$ cat src/rtl/router_pkg.sv
// Shared constants for the 1x3 router synchronizer.
// Address codes, timeout defaults and the address decode helper.
package router_pkg;

  localparam logic [1:0] ADDR_P0 = 2'b00;
  localparam logic [1:0] ADDR_P1 = 2'b01;
  localparam logic [1:0] ADDR_P2 = 2'b10;

  localparam int SYNC_TIMEOUT = 30;
  localparam int SYNC_CNT_W   = 5;

  function automatic logic [2:0] addr_onehot(
    input logic [1:0] a
  );
    logic [2:0] oh;
    oh = 3'b000;
    unique case (1'b1)
      (a == ADDR_P0): oh = 3'b001;
      (a == ADDR_P1): oh = 3'b010;
      (a == ADDR_P2): oh = 3'b100;
      default:        oh = 3'b000;
    endcase
    return oh;
  endfunction

endpackage

$ cat src/rtl/sync_timeout_ctr.sv
// Idle-port watchdog: pulses srst for one cycle every TIMEOUT idle cycles.
// Ports: clk, rst (async active-low), vld, re in; srst out.
module sync_timeout_ctr
  import router_pkg::*;
#(
  parameter int TIMEOUT = SYNC_TIMEOUT,
  parameter int CNT_W   = SYNC_CNT_W
) (
  input  logic clk,
  input  logic rst,
  input  logic vld,
  input  logic re,
  output logic srst
);

  localparam logic [CNT_W-1:0] LAST = CNT_W'(TIMEOUT - 1);

  logic [CNT_W-1:0] cnt;
  logic             idle;

  assign idle = vld & ~re;

  always_ff @(posedge clk or negedge rst) begin
    if (!rst) begin
      cnt  <= '0;
      srst <= 1'b0;
    end else if (idle) begin
      if (cnt == LAST) begin
        cnt  <= '0;
        srst <= 1'b1;
      end else begin
        cnt  <= cnt + CNT_W'(1);
        srst <= 1'b0;
      end
    end else begin
      cnt  <= '0;
      srst <= 1'b0;
    end
  end

endmodule

$ cat src/rtl/router_sync.sv
// Router synchronizer: address latch, FIFO write steering, full/valid
// status and per-port idle soft reset. Ports: clk, rst (async active-low),
// detect_add, wr_en_reg, din[1:0], e0..2, f0..2, re0..2 in;
// we[2:0], fifofull, srst0..2, vldout0..2 out.
// Macro SYNC_SOFT_RESET_EN builds the soft-reset counters; else srst=0.
module router_sync
  import router_pkg::*;
#(
  parameter int TIMEOUT = SYNC_TIMEOUT,
  parameter int CNT_W   = SYNC_CNT_W
) (
  input  logic       clk,
  input  logic       rst,
  input  logic       detect_add,
  input  logic       wr_en_reg,
  input  logic [1:0] din,
  input  logic       e0,
  input  logic       e1,
  input  logic       e2,
  input  logic       f0,
  input  logic       f1,
  input  logic       f2,
  input  logic       re0,
  input  logic       re1,
  input  logic       re2,
  output logic [2:0] we,
  output logic       fifofull,
  output logic       srst0,
  output logic       srst1,
  output logic       srst2,
  output logic       vldout0,
  output logic       vldout1,
  output logic       vldout2
);

  logic [1:0] addr;

  always_ff @(posedge clk or negedge rst) begin
    if (!rst) begin
      addr <= ADDR_P0;
    end else if (detect_add) begin
      addr <= din;
    end
  end

  always_comb begin
    we = wr_en_reg ? addr_onehot(addr) : 3'b000;
  end

  always_comb begin
    fifofull = 1'b0;
    unique case (1'b1)
      (addr == ADDR_P0): fifofull = f0;
      (addr == ADDR_P1): fifofull = f1;
      (addr == ADDR_P2): fifofull = f2;
      default:           fifofull = 1'b0;
    endcase
  end

  assign vldout0 = ~e0;
  assign vldout1 = ~e1;
  assign vldout2 = ~e2;

`ifdef SYNC_SOFT_RESET_EN
  sync_timeout_ctr #(
    .TIMEOUT(TIMEOUT),
    .CNT_W  (CNT_W)
  ) u_ctr0 (
    .clk (clk),
    .rst (rst),
    .vld (vldout0),
    .re  (re0),
    .srst(srst0)
  );

  sync_timeout_ctr #(
    .TIMEOUT(TIMEOUT),
    .CNT_W  (CNT_W)
  ) u_ctr1 (
    .clk (clk),
    .rst (rst),
    .vld (vldout1),
    .re  (re1),
    .srst(srst1)
  );

  sync_timeout_ctr #(
    .TIMEOUT(TIMEOUT),
    .CNT_W  (CNT_W)
  ) u_ctr2 (
    .clk (clk),
    .rst (rst),
    .vld (vldout2),
    .re  (re2),
    .srst(srst2)
  );
`else
  logic re_unused;
  assign re_unused = ^{re0, re1, re2};
  assign srst0 = 1'b0;
  assign srst1 = 1'b0;
  assign srst2 = 1'b0;
`endif

endmodule

$ cat config.mk
export PLATFORM = sky130hd
export DESIGN_NAME = router_sync
export DESIGN_NICKNAME = d
export VERILOG_FILES = /design/src/rtl/router_pkg.sv /design/src/rtl/sync_timeout_ctr.sv /design/src/rtl/router_sync.sv
export SDC_FILE = /design/constraint.sdc
export NUM_CORES = 1
export LEC_CHECK = 0
export ABC_AREA = 1
export BUFFER_PORTS_ARGS = -buffer_cell sky130_fd_sc_hd__buf_2
export CORE_AREA = 4 4 41 43
export DETAILED_ROUTE_END_ITERATION = 8
export DIE_AREA = 0 0 45 47
export GPL_TIMING_DRIVEN = 0
export SYNTH_ARGS = -nofsm -noshare
export SYNTH_HDL_FRONTEND = slang
export SYNTH_HIERARCHICAL = 1
export SYNTH_SLANG_ARGS = --single-unit
$ cat constraint.sdc
create_clock -name clk -period 0.9 [get_ports clk]
set_input_delay 0.135 -clock clk [delete_from_list [all_inputs] [get_ports clk]]
set_output_delay 0.135 -clock clk [all_outputs]
set_load 0.1 [all_outputs]
==> results.yml <==
finish:
  reg.largest.list: "addr (2)"
  multi_input_area_um2: 155
  regMostFlops: "addr"
  seqCellArea_um2: 52.6
  largest_reg_flops: 2
  final_area_um2: 504
  layout-drive-gt1-share_pct: 81.1
  antenna_cells: 0
  syn_to_final_growth_pct: 212
  nets: 70
  instances_no_fill: 68
  fill_cells: 145
cts:
  cts-root-buf: "clkbuf_4"
  cts_buffers: 3
  cts_sinks: 2
  path_clk_slew_ns: 0.03
  h-tree-depth: 1
  cts_tree: "built"
  cts_buffer_depth: 2
  clock_latency_ns: 0.23
flow_run:
  cap_violations: 0
floorplan:
  die_y_um: 47
  start_util_pct: 12.4
  core.rowCount: 13
  io-pin-count: 25
  die_w_um: 45
  die_area_um2: 2120
  core_area_um2: 1300
pwr:
  vdd_drop_max_v: 0.000505
  leakage_uw: 0.000254
  p_per_area_nw_per_um2: 1550
synthesis:
  synth_flop_cell: "dfrtp_1"
  synth_commonest_cells: "inv_1 (4), nand3_1 (4), buf_4 (3)"
  syn_inst: 23
  synth_edf_count: 0
  async_flop_share_pct: 100
  ys_seq_elements: 2
  synth_area_um2: 161
  yosysTopAreaCell: "dfrtp_1"
  yosysWarnings: 6
  ys_top_cells_by_area: "dfrtp_1 (31%), buf_4 (14%), nand3_1 (12%), nor3_2 (12%), inv_1 (9.3%)"
  synth_top_area_share_pct: 31.0
  yosys.cell_types.count: 10
  seq_area_frac_synth_pct: 31.0
  synth.avg_cell_area_um2: 7.02
route:
  via_count: 253
  drt_wl_total_um: 693
  first_pass_iters: 2
  wl_per_cell_um: 10.2
  drtAntennaViolNets: 0
  detail_route.vias_per_cell: 3.72
  drt_iter0_drc: 1
  drcViolationCount: 0
global_routing:
  grt_pass1_vias: 215
  grt_overflow: 0
  antenna_found_initial: 0
  grt_max_degree: 5
  track_usage_pct: 6.33
  grt_pass1_wl_um: 828
worst_setup_path:
  crit_type: "register to primary output"
  path_delay_family: "flip-flops"
  critPathCaptureType: "primary output"
  critPathBufInv: 2
  crit_chain: "buf_4, nand3_4, nand3_4, buf_12"
  cp_common_cell: "nand3_4"
  worstPathRequired_ns: 0.76
  critPathLaunchType: "register"
  critical_path.max_fanout: 4
  worst_ep_arrival_time_ns: 1.16
  slowest_delay_ns: 0.46
  crit_slowest_cell: "dfrtp_2"
placed_design:
  hpwl_um: 449
  placed_area_um2: 317
  io_buffer_count: 18
  dp_cells: 58
  place.gp.congestion: 0.636
sta:
  fin_crit_ns: 1.29
  whs_ns: 0.121
  period_share_pct: 144
  finalHoldViolCount: 0
  fmax_mhz: 772
  slew_violations: 0
  rsz0062_at_grt: "true"
  fin_skew_ns: 0
  setup_slack_ns: -0.395
  setup_violations: 6
outcome:
  violations: "negative setup slack"
  outcome: "finished, violations left"
hold_path:
  hp-class: "primary input to register"
per-stage QoR:
| stage | setup WS [ns] | setup TNS, ns | power [uW] | util [%] |
|---|---|---|---|---|
| finish | -0.395 | -1.54 | 781 | 38.8 |
| detailed placement | -0.435 | -1.30 | 451 | 24.3 |
| global route | -0.429 | -1.78 | 815 | 38.8 |
| CTS | -0.393 | -1.49 | 747 | 34.1 |
| floorplan | -0.487 | -1.63 | 398 | - |
| global placement | -0.429 | -1.29 | 449 | 24.3 |
layout make-up:
cell class / instances / area share [%]
clock buffer: 3 / 4.47
inverter: 6 / 5.46
buffer: 3 / 4.47
tap: 15 / 3.72
timing repair buffer: 25 / 40.7
sequential: 2 / 10.4
multi-input combinational: 14 / 30.8
metal layers:
layer,part of all wire (%),vias up,global-route usage [%],routed length [um]
li1,-,127,-,-
met1,28,105,5.02,194
met2,58,17,9.60,399
met3,11,4,2.30,73
met4,3.6,0,10.5,25
met5,0,-,0,0
cell usage in the layout (no fill, tap or decap), drive strengths merged:
cell	instances
conb	3
nand3	4
inv	6
nand2	2
nor3	3
clkbuf	3
dlygate4sd3	1
o21ai	2
buf	27
dfrtp	2
cells by family after synthesis:
family	after synthesis	share of synthesized area (%)
buffers and inverters	9	27.9
AND/OR/NAND/NOR	9	32.6
AO/OA/AOI/OAI	2	6.20
flip-flops	2	31.0
other	1	2.32
power breakdown:
part / internal (uW) / switching (uW)
Clock: 147 / 55.3
Combinational: 152 / 304
Sequential: 100 / 21.3
Total: 400 / 381
worst min-delay path: cells and delay by family:
kind	cells	cell delay, ns
AOI/OAI and AO/OA	1	0.05
buffers and inverters	1	0.07
and+or+nand+nor	1	0.05
final timing paths:
path                                  to  cells after the start     from  slack (ns)
worst max-delay path            fifofull                      4  addr[0]       -0.39
worst min register to register   addr[1]                      4  addr[1]        0.86
worst min-delay path             addr[1]                      3   din[1]        0.12
min in group asynchronous        addr[0]                      2      rst        0.22
worst max register to register   addr[0]                      4  addr[0]       -0.06
max in group asynchronous        addr[1]                      2      rst        0.57
repair_timing:
| action | in CTS | in global routing |
|---|---|---|
| gates resized for setup | 21 | 5 |
| pin swaps | 0 | 1 |
| hold endpoints to repair | 2 | 0 |
| buffers inserted | 2 | 4 |
| setup endpoints to repair | 4 | 4 |
| cloned | 0 | 0 |
| hold buffers | 1 | 0 |
(Power assumes the default switching activity.)
